==> config.mk <==
export PLATFORM = sky130hd
export DESIGN_NAME = cpu_datapath_param
export DESIGN_NICKNAME = d
export VERILOG_FILES = /design/src/rtl/cpu_datapath_param.sv
export SDC_FILE = /design/constraint.sdc
export NUM_CORES = 1
export LEC_CHECK = 0
export CAP_MARGIN = 15
export CELL_PAD_IN_SITES_DETAIL_PLACEMENT = 1
export CELL_PAD_IN_SITES_GLOBAL_PLACEMENT = 1
export CORE_UTILIZATION = 44
export DETAILED_ROUTE_END_ITERATION = 10
export PLACE_DENSITY = 0.75
export SLEW_MARGIN = 20
export SYNTH_ARGS = -nofsm -noshare
export SYNTH_HDL_FRONTEND = slang
export SYNTH_SLANG_ARGS = --single-unit
==> constraint.sdc <==
create_clock -name clk -period 3.6 [get_ports clk]
set_input_delay 1.08 -clock clk [delete_from_list [all_inputs] [get_ports clk]]
set_output_delay 1.08 -clock clk [all_outputs]
set_load 0.02 [all_outputs]
==> src/rtl/cpu_datapath_param.sv <==
// cpu_datapath_param: parametrised CPU data path. Holds the register file and
// PC, latches per-instruction selects on accept, hands operands to an external
// execute unit over a req/ack handshake, then writes back and updates the PC.
// Optional build macro: CPU_DP_EXU_TIMEOUT_EN enables a watchdog that aborts
// an EXEC phase after EXU_TIMEOUT cycles without exu_ack.
//
// state | meaning
// IDLE  | waiting for an instruction, instr_ready high
// READ  | operands registered from rf / PC / IR
// EXEC  | exu_req held with stable operands until exu_ack (or watchdog abort)
// WB    | retire pulse, rf writeback and PC update

module cpu_datapath_param #(
   parameter int              DATA_W      = 16,
   parameter int              NUM_REGS    = 8,
   parameter int              PC_W        = 16,
   parameter logic [PC_W-1:0] PC_RESET    = '0,
   parameter int              EXU_TIMEOUT = 255,
   localparam int             REG_SEL_W   = $clog2(NUM_REGS)
) (
   input  logic                 clk,
   input  logic                 reset_n,
   input  logic                 instr_valid,
   output logic                 instr_ready,
   input  logic [DATA_W-1:0]    ir,
   input  logic [REG_SEL_W-1:0] rd_sel,
   input  logic [REG_SEL_W-1:0] rs1_sel,
   input  logic [REG_SEL_W-1:0] rs2_sel,
   input  logic                 r1_pc_sel,
   input  logic                 r2_ir_sel,
   input  logic                 pc_alu_sel,
   input  logic                 wb_src_sel,
   input  logic                 wb_en,
   input  logic [2:0]           alu_op,
   output logic                 exu_req,
   output logic [2:0]           exu_op,
   output logic [DATA_W-1:0]    exu_a,
   output logic [DATA_W-1:0]    exu_b,
   input  logic                 exu_ack,
   input  logic [DATA_W-1:0]    exu_result,
   input  logic [DATA_W-1:0]    mem_data,
   output logic [PC_W-1:0]      pc,
   output logic                 busy,
   output logic                 retire,
   output logic                 exu_timeout
);

   typedef enum logic [1:0] {S_IDLE, S_READ, S_EXEC, S_WB} state_e;

   state_e                 state_q;
   logic                   instr_ready_q, busy_q, retire_q, exu_req_q;
   logic [DATA_W-1:0]      ir_q, exu_a_q, exu_b_q, result_q;
   logic [REG_SEL_W-1:0]   rd_q, rs1_q, rs2_q;
   logic                   r1_pc_q, r2_ir_q, pc_alu_q, wb_src_q, wb_en_q;
   logic [2:0]             exu_op_q;
   logic [PC_W-1:0]        pc_q;
   logic [DATA_W-1:0]      rf_q [NUM_REGS];

   logic [DATA_W-1:0]      rs1_val, rs2_val, op_a, op_b, wb_data, pc_as_data;
   logic [PC_W-1:0]        result_as_pc, pc_next;
   logic                   aborted;

   // PC <-> data width adaptation: zero-extend or truncate as needed
   if (PC_W == DATA_W) begin : g_pc_eq
      assign pc_as_data   = pc_q;
      assign result_as_pc = result_q;
   end else if (PC_W > DATA_W) begin : g_pc_wide
      assign pc_as_data   = pc_q[DATA_W-1:0];
      assign result_as_pc = {{(PC_W-DATA_W){1'b0}}, result_q};
   end else begin : g_pc_narrow
      assign pc_as_data   = {{(DATA_W-PC_W){1'b0}}, pc_q};
      assign result_as_pc = result_q[PC_W-1:0];
   end

`ifdef CPU_DP_EXU_TIMEOUT_EN
   localparam int TMO_W = $clog2(EXU_TIMEOUT + 1);
   logic [TMO_W-1:0] tmo_cnt_q;
   logic             abort_q, timeout_q;
   assign aborted     = abort_q;
   assign exu_timeout = timeout_q;
`else
   logic unused_tmo;
   assign unused_tmo  = (EXU_TIMEOUT > 0);
   assign aborted     = 1'b0;
   assign exu_timeout = 1'b0;
`endif

   // Operand, writeback and next-PC muxes driven only from latched selects;
   // indices beyond the populated depth read as zero
   always_comb begin
      rs1_val = '0;
      rs2_val = '0;
      if (int'(rs1_q) < NUM_REGS) rs1_val = rf_q[rs1_q];
      if (int'(rs2_q) < NUM_REGS) rs2_val = rf_q[rs2_q];
      op_a    = r1_pc_q ? pc_as_data : rs1_val;
      op_b    = r2_ir_q ? ir_q : rs2_val;
      wb_data = wb_src_q ? result_q : mem_data;
      pc_next = (pc_alu_q && !aborted) ? result_as_pc : pc_q + PC_W'(1);
   end

   // Instruction sequencer, register file and PC
   always_ff @(posedge clk or negedge reset_n) begin
      if (!reset_n) begin
         state_q       <= S_IDLE;
         instr_ready_q <= 1'b0;
         busy_q        <= 1'b0;
         retire_q      <= 1'b0;
         exu_req_q     <= 1'b0;
         exu_op_q      <= '0;
         exu_a_q       <= '0;
         exu_b_q       <= '0;
         result_q      <= '0;
         ir_q          <= '0;
         rd_q          <= '0;
         rs1_q         <= '0;
         rs2_q         <= '0;
         r1_pc_q       <= 1'b0;
         r2_ir_q       <= 1'b0;
         pc_alu_q      <= 1'b0;
         wb_src_q      <= 1'b0;
         wb_en_q       <= 1'b0;
         pc_q          <= PC_RESET;
         for (int i = 0; i < NUM_REGS; i++) rf_q[i] <= '0;
`ifdef CPU_DP_EXU_TIMEOUT_EN
         tmo_cnt_q     <= '0;
         abort_q       <= 1'b0;
         timeout_q     <= 1'b0;
`endif
      end else begin
         retire_q <= 1'b0;
`ifdef CPU_DP_EXU_TIMEOUT_EN
         timeout_q <= 1'b0;
`endif
         case (state_q)
            S_IDLE: begin
               if (instr_valid && instr_ready_q) begin
                  ir_q          <= ir;
                  rd_q          <= rd_sel;
                  rs1_q         <= rs1_sel;
                  rs2_q         <= rs2_sel;
                  r1_pc_q       <= r1_pc_sel;
                  r2_ir_q       <= r2_ir_sel;
                  pc_alu_q      <= pc_alu_sel;
                  wb_src_q      <= wb_src_sel;
                  wb_en_q       <= wb_en;
                  exu_op_q      <= alu_op;
                  instr_ready_q <= 1'b0;
                  busy_q        <= 1'b1;
                  state_q       <= S_READ;
               end else begin
                  instr_ready_q <= 1'b1;
               end
            end
            S_READ: begin
               exu_a_q   <= op_a;
               exu_b_q   <= op_b;
               exu_req_q <= 1'b1;
               state_q   <= S_EXEC;
`ifdef CPU_DP_EXU_TIMEOUT_EN
               tmo_cnt_q <= TMO_W'(EXU_TIMEOUT - 1);
`endif
            end
            S_EXEC: begin
               if (exu_req_q && exu_ack) begin
                  result_q  <= exu_result;
                  exu_req_q <= 1'b0;
                  retire_q  <= 1'b1;
                  state_q   <= S_WB;
               end
`ifdef CPU_DP_EXU_TIMEOUT_EN
               else if (tmo_cnt_q == '0) begin
                  exu_req_q <= 1'b0;
                  abort_q   <= 1'b1;
                  timeout_q <= 1'b1;
                  retire_q  <= 1'b1;
                  state_q   <= S_WB;
               end else begin
                  tmo_cnt_q <= tmo_cnt_q - TMO_W'(1);
               end
`endif
            end
            S_WB: begin
               if (wb_en_q && !aborted && (int'(rd_q) < NUM_REGS)) rf_q[rd_q] <= wb_data;
               pc_q          <= pc_next;
               busy_q        <= 1'b0;
               instr_ready_q <= 1'b1;
               state_q       <= S_IDLE;
`ifdef CPU_DP_EXU_TIMEOUT_EN
               abort_q       <= 1'b0;
`endif
            end
            default: state_q <= S_IDLE;
         endcase
      end
   end

   assign instr_ready = instr_ready_q;
   assign exu_req     = exu_req_q;
   assign exu_op      = exu_op_q;
   assign exu_a       = exu_a_q;
   assign exu_b       = exu_b_q;
   assign pc          = pc_q;
   assign busy        = busy_q;
   assign retire      = retire_q;

endmodule

== Word-level counts from Yosys, hierarchy flattened ==
Index checks and enable logic that the tools add are counted.

* Reductions and logical operators: 12
* Multiply operators: 0
* Add/subtract/negate cells: 1
* Shift operators: 0
* Bitwise gates (word level): 3
* Muxes and demuxes: 24
* Magnitude comparators: 4
* Equality and inequality tests: 5
* Divide/modulo/power cells: 0

{| class="wikitable"
|+ Operator list
! kind !! number
|-
| two-way mux 16 bit || 9
|-
| bitwise mux 128 bit || 1
|-
| binary-select mux 16 bit (select 3 bit) || 2
|-
| demux 16 bit (select 3 bit) || 1
|-
| adder 16 x 1 -> 16 bit, second input constant || 1
|-
| >= comparator 4 bit, second input constant || 3
|-
| NOT 3 -> 4 bit || 3
|-
| AND reduction 2 bit || 6
|-
| case mux 2 bit (4 select lines) || 1
|-
| case mux 1 bit (2 select lines) || 3
|-
| two-way mux 1 bit || 5
|-
| == test 2 bit, second input constant || 2
|-
| less-than comparator 4 x 1 -> 1 bit, second input constant || 1
|-
| two-way mux 2 bit || 2
|-
| inequality test 2 bit, second input constant || 2
|-
| nonzero test 2 bit || 2
|-
| logical AND 1 bit || 3
|-
| == test 2 x 1 -> 1 bit, second input constant || 1
|-
| logical NOT 2 bit || 1
|}

* Memory bits (writable): 0
* ROM bits: 0
* Input bits: 69
* Bits in latches: 0
* Word-level logic and storage cells: 76
* Output and inout port bits: 56
* Bits in registers: 231
* Memories: 0

== Depth between registers and ports, before layout ==
* Depth after elaboration: 6
* Gate-level depth with buffers: 8

== Worst setup path after synthesis ==
No wires, ideal clock.

* Path type: input port to flip-flop
* Start: input exu_ack
* End: register result_q[10], in the netlist result_as_pc[10]
* Path slack: 1.572 ns
* Stages on the path: 3
* Required time: 3.475 ns
* Setup time: 0.125 ns
* Arrival time: 1.903 ns
* Buffers on the path: 1
* Cell sequence: nand3_1 -> buf_2 -> mux2_2

* Cells in the longest elaborated chain, start to end: 2

{| class="wikitable"
|+ Ends and longest elaborated chain
! what !! RTL line !! source
|-
| start, declared || 39 || <nowiki>input logic exu_ack,</nowiki>
|-
| logical AND 1 bit || 164 || <nowiki>if (exu_req_q && exu_ack) begin</nowiki>
|-
| AND reduction 2 bit (no line) || -- ||
|-
| end signal, assigned || 165 || <nowiki>result_q <= exu_result;</nowiki>
|-
| end, declared || 52 || <nowiki>logic [DATA_W-1:0] ir_q, exu_a_q, exu_b_q, result_q;</nowiki>
|}

Every way passes these cells.
A chain may end at the register's enable or synchronous reset.

== Final worst setup path ==
* Start: register pc_q[5], in the netlist pc[5]
* End: output pc[5]

{| class="wikitable"
|+ RTL lines
! what !! RTL line !! source
|-
| start, declared || 56 || <nowiki>logic [PC_W-1:0] pc_q;</nowiki>
|-
| start signal, assigned || 184 || <nowiki>pc_q <= pc_next;</nowiki>
|-
| end, declared || 42 || <nowiki>output logic [PC_W-1:0] pc,</nowiki>
|}

No word-level cell between the ends.

==> reports/metrics.yaml <==
final_layout:
  area_growth_pct: 21.9
  final.fill_count: 2701
  num_antenna_cells: 0
  nets: 1238
  drive_gt1_share_pct: 14.3
global_routing:
  grt_max_degree: 70
  grt_pass1_wl_um: 54400
  grt_use_total_pct: 27.3
  grt_overflow: 0
  first_global_vias: 9337
  grt-busiest-layer: "met2"
  grt_antenna_before_repair: 0
  use_met1_pct: 37.2
  gr-usage-met3_pct: 3.35
  met2_usage_pct: 45.1
floorplan:
  start_util_pct: 44.8
  die_h_um: 162
  io_pins: 125
  core_um2: 25100
  die_area_um2: 26200
  rows: 58
  die_w_um: 162
routing:
  drc_errors: 2
  antenna_left: 0
  dr.pass1.iters: 11
  viasPerCell: 5.83
  wire_per_inst_um: 23.1
  vias: 8800
  routed_wl_um: 34900
  drt_iter0_drc: 602
sta:
  finalCritPeriodShare_pct: 80.7
  rsz0062_at_grt: "no"
  setup_ws_ns: 0.694
  clock_skew_ns: 0.00874
  maxSlewHeadroom_pct: 28.6
  tightest_slew_ns: 1.04
  fin_tns_setup_ns: 0
  setup_viol: 0
  hold_viol_final: 0
  period_needed_ns: 2.91
  clock.fmax_ghz: 0.344
  slew_violations: 0
logic_synthesis:
  synth_warnings: 0
  async_flop_share_pct: 100
  synth-edff-count: 0
  synth.top_cells.by_count: "231 x dfrtp_1, 139 x nor2_1, 109 x a21oi_1, 95 x nand2_1, 85 x mux2i_1"
  synth.distinct_cells: 52
  yosysSeqAreaShare_pct: 51.4
  synth_fp_nets: 1139
  netlist.area_leader.share_pct: 51.4
  synthTopCellsByArea: "dfrtp_1 51%, mux2i_1 7.6%, mux4_2 6.2%"
  syn_inst: 1064
  synth_seq_cells: 231
  synth.most_common_cell: "dfrtp_1"
  yosysTopAreaCell: "dfrtp_1"
  syn-cell-area_um2: 11200
  synthFlopType: "dfrtp_1"
  avgSynthCellArea_um2: 10.6
placement:
  dp_hpwl_um: 23200
  place_ws_ns: 0.750
  numPortBuffers: 123
  gp_congestion: 0.898
setup_path:
  criticalPathCategory: "flop to output port"
  crit_path_top_delay_cell: "clkdlybuf4s50_1"
  critPathLaunch: "pc[5]"
  critPathMaxStageDelay_ns: 0.69
  required_ns: 2.52
  path_cells: "clkdlybuf4s50_1"
  path_buf_inv: 1
  endpoint_kind: "output port"
  start_kind: "flop"
  arrival_ns: 1.83
  reg2reg_from: "state_q[1]"
  cp_max_fo: 9
  crit_family: "buffers and inverters"
clock_network:
  clkLatencyLatePin_ns: 0.53
  cts_setup_buffers: 0
  cts.sinks: 231
  clockRootBuffer: "clkbuf_16"
  cts_resized: 0
  holdBufCountCts: 0
  ctsLongestPathBuffers: 3
  numCtsBuffers: 26
  cts-htree-levels: 1
  cts_tree: "yes"
  clk_pin_slew_ns: 0.06
power:
  ir_drop_mv: 0.515
  leakage_nw: 5.58
  p_per_area_nw_per_um2: 1010
min_path:
  hp-class: "primary input to async pin"
job:
  max_cap_viol_count: 0
run_status:
  status: "complete, but fails checks"
  violations: "DRC"
## placed cells by master, fill, tap and decap left out, drive strengths merged, types with 7 or more instances in the layout
cell type / count
mux4: 31
nand2b: 9
mux2: 50
nand3b: 16
nand4: 8
inv: 7
a22oi: 28
o21ai: 70
a21oi: 109
nor3: 11
nor2: 139
buf: 29
clkbuf: 32
nand3: 21
clkdlybuf4s50: 122
nand2: 95
o22ai: 27
dfrtp: 231
clkinv: 7
nor2b: 7
mux2i: 85
## state kept, by name, summed over array words and instances (netlist names)
signal	flops
busy	1
exu_a	16
exu_b	16
exu_op	3
exu_req	1
instr_ready	1
ir_q	16
pc	16
pc_alu_q	1
r1_pc_q	1
r2_ir_q	1
rd_q	3
result_as_pc	16
retire	1
rf_q	128
rs1_q	3
rs2_q	3
state_q	2
wb_en_q	1
wb_src_q	1
## cells by family (layout without fill, tap and decap cells)
| group | after synthesis | after routing | share of synthesized area (%) |
|---|---|---|---|
| compound gates | 250 | 250 | 12.5 |
| fa+ha+maj | 6 | 6 | 0.668 |
| buf+inv | 88 | 204 | 3.86 |
| flops | 231 | 231 | 51.4 |
| mux | 166 | 166 | 18.8 |
| other cells | 1 | 1 | 0.0333 |
| simple gates | 322 | 322 | 12.8 |
## cell type report
| type | instances | area [um^2] | share of cell area, % |
|---|---|---|---|
| inverter | 8 | 30.0 | 0.219 |
| clock inverter | 13 | 221 | 1.62 |
| timing repair buffer | 151 | 1480 | 10.8 |
| tap | 330 | 413 | 3.01 |
| clock buffer | 32 | 724 | 5.28 |
| multi-input combinational | 745 | 5050 | 36.9 |
| sequential | 231 | 5790 | 42.2 |
## per-stage QoR
stage	hold slack, ns	area [um^2]	util, %	power [mW]	instances
finish	0.483	13700	54.6	13.8	1510
global route	0.522	13700	54.6	14.6	1510
CTS	0.501	13700	54.6	13.9	1510
detailed placement	0.488	12800	50.8	10.8	1465
global placement	0.484	12800	50.8	10.6	1465
floorplan	0.466	11200	-	8.68	1064
## worst paths after layout
check,to,slack (ns),cells after the start
setup / recovery,pc[5],0.69,1
hold / removal,state_q[0],0.48,1
setup reg to reg,exu_b[8],1.12,6
hold reg to reg,ir_q[1],0.50,1
max in group asynchronous,rf_q[42],2.17,2
min in group clk,ir_q[1],0.50,1
## where the power goes
part | switching, mW | leakage (nW) | internal (mW)
combinational | 3.05 | 2.62 | 2.69
clock | 1.09 | 0.465 | 1.85
sequential | 1.34 | 2.50 | 3.78
## metal layers
metal	vias up	part of all wire [%]
met5	-	0
met4	0	3.0
met3	76	5.2
met2	248	48
met1	4482	44
li1	3994	-
## worst register-to-register path: stages (launching register included)
cell	delay, ns
dfrtp_1	0.42
inv_1	0.12
ha_2	0.21
buf_4	0.52
nand2b_1	0.47
nor3_1	0.53
nor2_1	0.10
(Power assumes the default switching activity.)
